### src/rtl/fast_circle_fetch.sv
// Read sequencer for the image RAM: fetches the centre pixel and the 16-pixel radius-3
// Bresenham ring around a FAST candidate and streams them out tagged with their ring index.
module fast_circle_fetch #(
  parameter int X_MAX       = 200,
  parameter int Y_MAX       = 200,
  parameter int PIXEL_DEPTH = 8
) (
  input  logic                       clk,
  input  logic                       rst,
  input  logic                       start,
  input  logic [$clog2(X_MAX):0]     cx,
  input  logic [$clog2(Y_MAX):0]     cy,
  output logic                       busy,
  output logic                       done,
  output logic                       reject,
  output logic [$clog2(X_MAX):0]     ram_x_addr,
  output logic [$clog2(Y_MAX):0]     ram_y_addr,
  output logic                       ram_ren,
  input  logic [PIXEL_DEPTH-1:0]     ram_rdat,
  output logic                       pix_valid,
  output logic [4:0]                 pix_idx,
  output logic [PIXEL_DEPTH-1:0]     pix_data
);
  localparam int XW = $clog2(X_MAX) + 1;
  localparam int YW = $clog2(Y_MAX) + 1;

  typedef enum logic [1:0] {S_IDLE, S_ISSUE, S_DRAIN, S_REJ} state_t;

  // Clockwise ring offsets, y grows downward; k=0 is the centre itself.
  function automatic logic signed [3:0] off_dx(input logic [4:0] k);
    case (k)
      5'd2, 5'd8:                  off_dx = 4'sd1;
      5'd3, 5'd7:                  off_dx = 4'sd2;
      5'd4, 5'd5, 5'd6:            off_dx = 4'sd3;
      5'd10, 5'd16:                off_dx = -4'sd1;
      5'd11, 5'd15:                off_dx = -4'sd2;
      5'd12, 5'd13, 5'd14:         off_dx = -4'sd3;
      default:                     off_dx = 4'sd0;
    endcase
  endfunction

  function automatic logic signed [3:0] off_dy(input logic [4:0] k);
    case (k)
      5'd6, 5'd12:                 off_dy = 4'sd1;
      5'd7, 5'd11:                 off_dy = 4'sd2;
      5'd8, 5'd9, 5'd10:           off_dy = 4'sd3;
      5'd4, 5'd14:                 off_dy = -4'sd1;
      5'd3, 5'd15:                 off_dy = -4'sd2;
      5'd1, 5'd2, 5'd16:           off_dy = -4'sd3;
      default:                     off_dy = 4'sd0;
    endcase
  endfunction

  state_t                 state_q, state_d;
  logic [4:0]             k_q, k_d;
  logic [4:0]             ren_idx_q, ren_idx_d;
  logic [XW-1:0]          cx_q, cx_d;
  logic [YW-1:0]          cy_q, cy_d;
  logic                   busy_q, busy_d;
  logic                   done_q, done_d;
  logic                   reject_q, reject_d;
  logic                   ram_ren_q, ram_ren_d;
  logic [XW-1:0]          ram_x_addr_q, ram_x_addr_d;
  logic [YW-1:0]          ram_y_addr_q, ram_y_addr_d;
  logic                   pix_valid_q, pix_valid_d;
  logic [4:0]             pix_idx_q, pix_idx_d;
  logic [PIXEL_DEPTH-1:0] pix_data_q, pix_data_d;

  logic signed [3:0]      dx_s, dy_s;
  logic                   in_bounds_s;

  assign dx_s = off_dx(k_q);
  assign dy_s = off_dy(k_q);
  assign in_bounds_s = (cx >= XW'(3)) && (cx <= XW'(X_MAX - 4)) &&
                       (cy >= YW'(3)) && (cy <= YW'(Y_MAX - 4));

  // Next-state and next-output logic for the fetch sequencer and its return path.
  always_comb begin
    state_d      = state_q;
    k_d          = k_q;
    ren_idx_d    = ren_idx_q;
    cx_d         = cx_q;
    cy_d         = cy_q;
    busy_d       = busy_q;
    done_d       = 1'b0;
    reject_d     = 1'b0;
    ram_ren_d    = 1'b0;
    ram_x_addr_d = ram_x_addr_q;
    ram_y_addr_d = ram_y_addr_q;

    // The RAM answers the read issued last cycle; tag it with that read's index.
    pix_valid_d = ram_ren_q;
    if (ram_ren_q) begin
      pix_idx_d  = ren_idx_q;
      pix_data_d = ram_rdat;
    end else begin
      pix_idx_d  = pix_idx_q;
      pix_data_d = pix_data_q;
    end

    case (state_q)
      S_IDLE: begin
        if (start) begin
          cx_d = cx;
          cy_d = cy;
          if (in_bounds_s) begin
            state_d      = S_ISSUE;
            busy_d       = 1'b1;
            ram_ren_d    = 1'b1;
            ram_x_addr_d = cx;
            ram_y_addr_d = cy;
            ren_idx_d    = 5'd0;
            k_d          = 5'd1;
          end else begin
            state_d  = S_REJ;
            done_d   = 1'b1;
            reject_d = 1'b1;
          end
        end else begin
          state_d = S_IDLE;
        end
      end
      S_ISSUE: begin
        if (k_q <= 5'd16) begin
          ram_ren_d    = 1'b1;
          ram_x_addr_d = cx_q + {{(XW-4){dx_s[3]}}, dx_s};
          ram_y_addr_d = cy_q + {{(YW-4){dy_s[3]}}, dy_s};
          ren_idx_d    = k_q;
          k_d          = k_q + 5'd1;
        end else begin
          state_d = S_DRAIN;
          done_d  = 1'b1;
          k_d     = 5'd0;
        end
      end
      S_DRAIN: begin
        state_d = S_IDLE;
        busy_d  = 1'b0;
      end
      S_REJ: begin
        state_d = S_IDLE;
      end
      default: begin
        state_d = S_IDLE;
        busy_d  = 1'b0;
        k_d     = 5'd0;
      end
    endcase
  end

  // State and output registers; reset abandons any fetch and drops in-flight reads.
  always_ff @(posedge clk or posedge rst) begin
    if (rst) begin
      state_q      <= S_IDLE;
      k_q          <= 5'd0;
      ren_idx_q    <= 5'd0;
      cx_q         <= '0;
      cy_q         <= '0;
      busy_q       <= 1'b0;
      done_q       <= 1'b0;
      reject_q     <= 1'b0;
      ram_ren_q    <= 1'b0;
      ram_x_addr_q <= '0;
      ram_y_addr_q <= '0;
      pix_valid_q  <= 1'b0;
      pix_idx_q    <= 5'd0;
      pix_data_q   <= '0;
    end else begin
      state_q      <= state_d;
      k_q          <= k_d;
      ren_idx_q    <= ren_idx_d;
      cx_q         <= cx_d;
      cy_q         <= cy_d;
      busy_q       <= busy_d;
      done_q       <= done_d;
      reject_q     <= reject_d;
      ram_ren_q    <= ram_ren_d;
      ram_x_addr_q <= ram_x_addr_d;
      ram_y_addr_q <= ram_y_addr_d;
      pix_valid_q  <= pix_valid_d;
      pix_idx_q    <= pix_idx_d;
      pix_data_q   <= pix_data_d;
    end
  end

  assign busy       = busy_q;
  assign done       = done_q;
  assign reject     = reject_q;
  assign ram_ren    = ram_ren_q;
  assign ram_x_addr = ram_x_addr_q;
  assign ram_y_addr = ram_y_addr_q;
  assign pix_valid  = pix_valid_q;
  assign pix_idx    = pix_idx_q;
  assign pix_data   = pix_data_q;

endmodule

### config.mk
export PLATFORM = sky130hd
export DESIGN_NAME = fast_circle_fetch
export DESIGN_NICKNAME = d
export VERILOG_FILES = /design/src/rtl/fast_circle_fetch.sv
export SDC_FILE = /design/constraint.sdc
export NUM_CORES = 1
export LEC_CHECK = 0
export ABC_AREA = 1
export BUFFER_PORTS_ARGS = -buffer_cell sky130_fd_sc_hd__buf_2
export CORE_MARGIN = 2
export CORE_UTILIZATION = 60
export DETAILED_ROUTE_END_ITERATION = 16
export GPL_ROUTABILITY_DRIVEN = 0
export GPL_TIMING_DRIVEN = 1
export PLACE_DENSITY = 0.88
export SKIP_LAST_GASP = 1
export SYNTH_ARGS = -nofsm -noshare
export SYNTH_HDL_FRONTEND = slang
export SYNTH_SLANG_ARGS = --single-unit
### constraint.sdc
create_clock -name clk -period 5.2 [get_ports clk]
set_input_delay 0.26 -clock clk [delete_from_list [all_inputs] [get_ports clk]]
set_output_delay 0.26 -clock clk [all_outputs]
set_load 0.05 [all_outputs]
==> impl_results.rst <==
.. list-table::
   :header-rows: 1

   * - Metric
     - Value
   * - Post-route setup TNS
     - 0 ns
   * - Final non-filler cell total
     - 660
   * - Outcome
     - complete, no violations
   * - Ratio of cells with drive above 1 in the final layout
     - 18.7%
   * - WP buf/inv
     - 3
   * - Total nets after synthesis
     - between 500 and 600
   * - Hold crit path type
     - in -> reg
   * - Data required time of the critical path
     - 5.44 ns
   * - Row Count
     - 29
   * - Port buffer count
     - 64
   * - Vertical die dimension
     - ~85 um
   * - Cell breakdown of the critical path
     - inv_1, ha_1, inv_1, nand2_1, nand3_1, nand2_1, nand2_1, inv_1, ha_1, a21oi_1, nand2_1, or2_2, nand3_1, o21ai_0, nand2_1, nand2_1
   * - Cell variety after synth
     - 36
   * - Placed inst area
     - 4280 sq um
   * - Number of antenna violations at the first check in global routing
     - 0
   * - HPWL after DPL
     - 6.41 mm
   * - Max clock buf depth
     - 2
   * - Placed Cells
     - around 650
   * - Worst slew pin tran
     - approximately 0.83 ns
   * - Number of endpoints failing setup at the final stage
     - 0
   * - DRC Markers
     - 0
   * - Number of storage elements in the synthesis netlist
     - 66
   * - Number of flops mapped to enable cells by yosys
     - 0
   * - Cell Area, Synth
     - 3950 sq um
   * - Post-Syn Instances
     - ~520
   * - Number of clock sinks
     - 66
   * - Core area
     - 6350 sq um
   * - CP Class
     - reg -> reg
   * - Gr usage total
     - 26.4%
   * - Tmin final
     - around 2.8 ns
   * - Reg-to-reg critical path startpoint
     - k_q[1]
   * - Clock slew seen by the registers of the worst setup and hold paths
     - 0.07 ns
   * - Setup slack after layout
     - 2.38 ns
   * - Startpoint types
     - flop
   * - Final global-route overflow total
     - 0
   * - Number of clock buffers inserted by TritonCTS
     - 9
   * - Count of antenna diodes in the layout
     - 0
   * - Top post-synthesis cells by area
     - dfrtp_1, nand2_1, ha_1
   * - Synthesis Warnings
     - 0
   * - Timing-limited maximum frequency
     - between 300 and 400 MHz
   * - First-pass GRT wire length
     - roughly 15 mm
   * - Detailed-route via count
     - 3585
   * - Final layout net count
     - 632
   * - Fill cells
     - 514
   * - Buffer type at the clock tree root
     - clkbuf_8
   * - Clock latency on the worst-skew pair
     - 0.35 ns
   * - Total I/O pin count
     - 65
   * - Post-detailed-route wirelength per cell
     - roughly 14 um
   * - Synthesized area per cell
     - ~7.6 sq um
   * - Antenna Violating Nets Remaining
     - 0
   * - CP max FO
     - 7
   * - CTS tree
     - yes
   * - Worst setup path startpoint
     - k_q[1]
   * - Share of the clock period used by the worst path after layout
     - 54.2%
   * - Delay of the slowest cell on the worst path
     - 0.46 ns
   * - Vias per cell
     - roughly 5.4
   * - Count of instances resized after the clock tree is built
     - 0
   * - Max Clock Skew
     - 0.0110 ns
   * - Count of H-tree levels built during CTS
     - 3
   * - Buffers inserted during post-CTS setup optimization
     - 0
   * - Area share of the largest cell type after synthesis
     - 41.8%
   * - Pin count of the biggest net entering global routing
     - 67
   * - Most used DFF post-synth
     - dfrtp_1
   * - Part of the Yosys area used for sequential elements
     - 41.8%
   * - Total of max-cap violations
     - 0
   * - Setup repair after global routing missed its margin
     - no
   * - Number of DRC markers in iteration 0
     - approximately 280
   * - Count of final max-slew check failures
     - 0
   * - Most common library cell in the layout ignoring fill and taps
     - nand2_1
   * - Area growth syn-to-layout
     - 13.0%
   * - CP Capture Type
     - flop
   * - Number of optimization iterations in the first detailed-route pass
     - 5
   * - Worst slack at placement
     - between 2 and 2.5 ns
   * - CP delay by family, top
     - simple AND/OR/NAND/NOR gates
   * - Detailed Route WL
     - 8.98 mm
   * - Final Hold Violating Endpoints
     - 0
   * - Most common cell on crit path
     - nand2_1
   * - Relative slew margins
     - approximately 45%
   * - Async set or reset register ratio after synthesis
     - 100%
   * - Die width
     - 85.1 um
   * - Hold buffers post-CTS
     - 0
   * - Hold path start
     - ram_rdat[4]
   * - Post-route cell area
     - 4460 sq um
   * - Highest-count cells in the layout ignoring fill and taps
     - nand2_1, dfrtp_1, buf_2, inv_1, o21ai_0
   * - Cell taking the most area after synthesis
     - dfrtp_1
   * - Slowest cell on the critical path
     - dfrtp_1
   * - CP Data Arrival Time
     - 3.06 ns
   * - Number of global-route vias before repair
     - 3388
   * - Initial core utilization
     - 62.2%
   * - Total Die Area
     - 7250 sq um
## Yosys cell counts, types with 2 or more instances
cell and number:
o22ai_1 5, ha_1 22, dfrtp_1 66, nor2_1 29, nand3_4 2, inv_2 5
inv_1 53, nand2_1 188, or2_2 3, xor2_1 2, inv_4 3, mux2_2 8
o21ai_0 37, fa_1 2, nand3_1 32, clkbuf_1 8, o21ai_1 2, a21oi_1 19
o21a_1 2, buf_6 5, nor3_1 3, nand3b_1 5, nor2_2 3
## layout make-up
cell class	count	area, sq um	share of cell area (%)
clock inverter	3	40.0	0.898
tap	77	96.3	2.16
multi-input combinational	373	1940	43.6
inverter	62	240	5.39
clock buffer	12	145	3.25
timing repair buffer	67	343	7.69
sequential	66	1650	37.0
## cells by family after synthesis
group / Yosys count / synth area share, %
and+or+nand+nor: 270 / 29.2
muxes: 8 / 2.28
buffers and inverters: 78 / 8.94
DFF: 66 / 41.8
adders and majority gates: 24 / 7.98
xor gates and xnor gates: 2 / 0.444
AOI/OAI and AO/OA: 69 / 9.28
## worst paths after layout
path                            endpoint  slack (ns)  depth (start not counted)
max                        ram_y_addr[3]        2.38                         16
min                          pix_data[4]        0.14                          2
max reg2reg                ram_y_addr[3]        2.38                         16
min reg2reg                ram_y_addr[5]        0.47                          2
max in group asynchronous        cx_q[6]        4.50                          3
min in group asynchronous     pix_idx[3]        0.15                          3
## state kept, by name (all words and copies together) (netlist names)
name / cells
cy_q: 9
pix_valid: 1
pix_data: 8
state_q: 2
busy: 1
ram_x_addr: 9
ram_y_addr: 9
reject: 1
ren_idx_q: 5
cx_q: 9
k_q: 5
ram_ren: 1
pix_idx: 5
done: 1
## layer usage
layer | up-vias | part of all wire (%) | GRT usage [%]
met5 | - | 0 | 0
met4 | 0 | 1.7 | 8.80
met3 | 16 | 7.1 | 6.61
met2 | 138 | 50 | 46.6
met1 | 1656 | 41 | 31.5
li1 | 1775 | - | -
## stage by stage
step	util, %	hold WS, ns
after floorplan	-	0.370
after global placement	67.3	0.452
after detailed placement	67.3	0.453
after CTS	70.2	0.138
after global routing	70.2	0.139
final	70.2	0.144
Power is not shown: default switching activity piles up to over one toggle a cycle in this logic, so the estimate is an artifact.
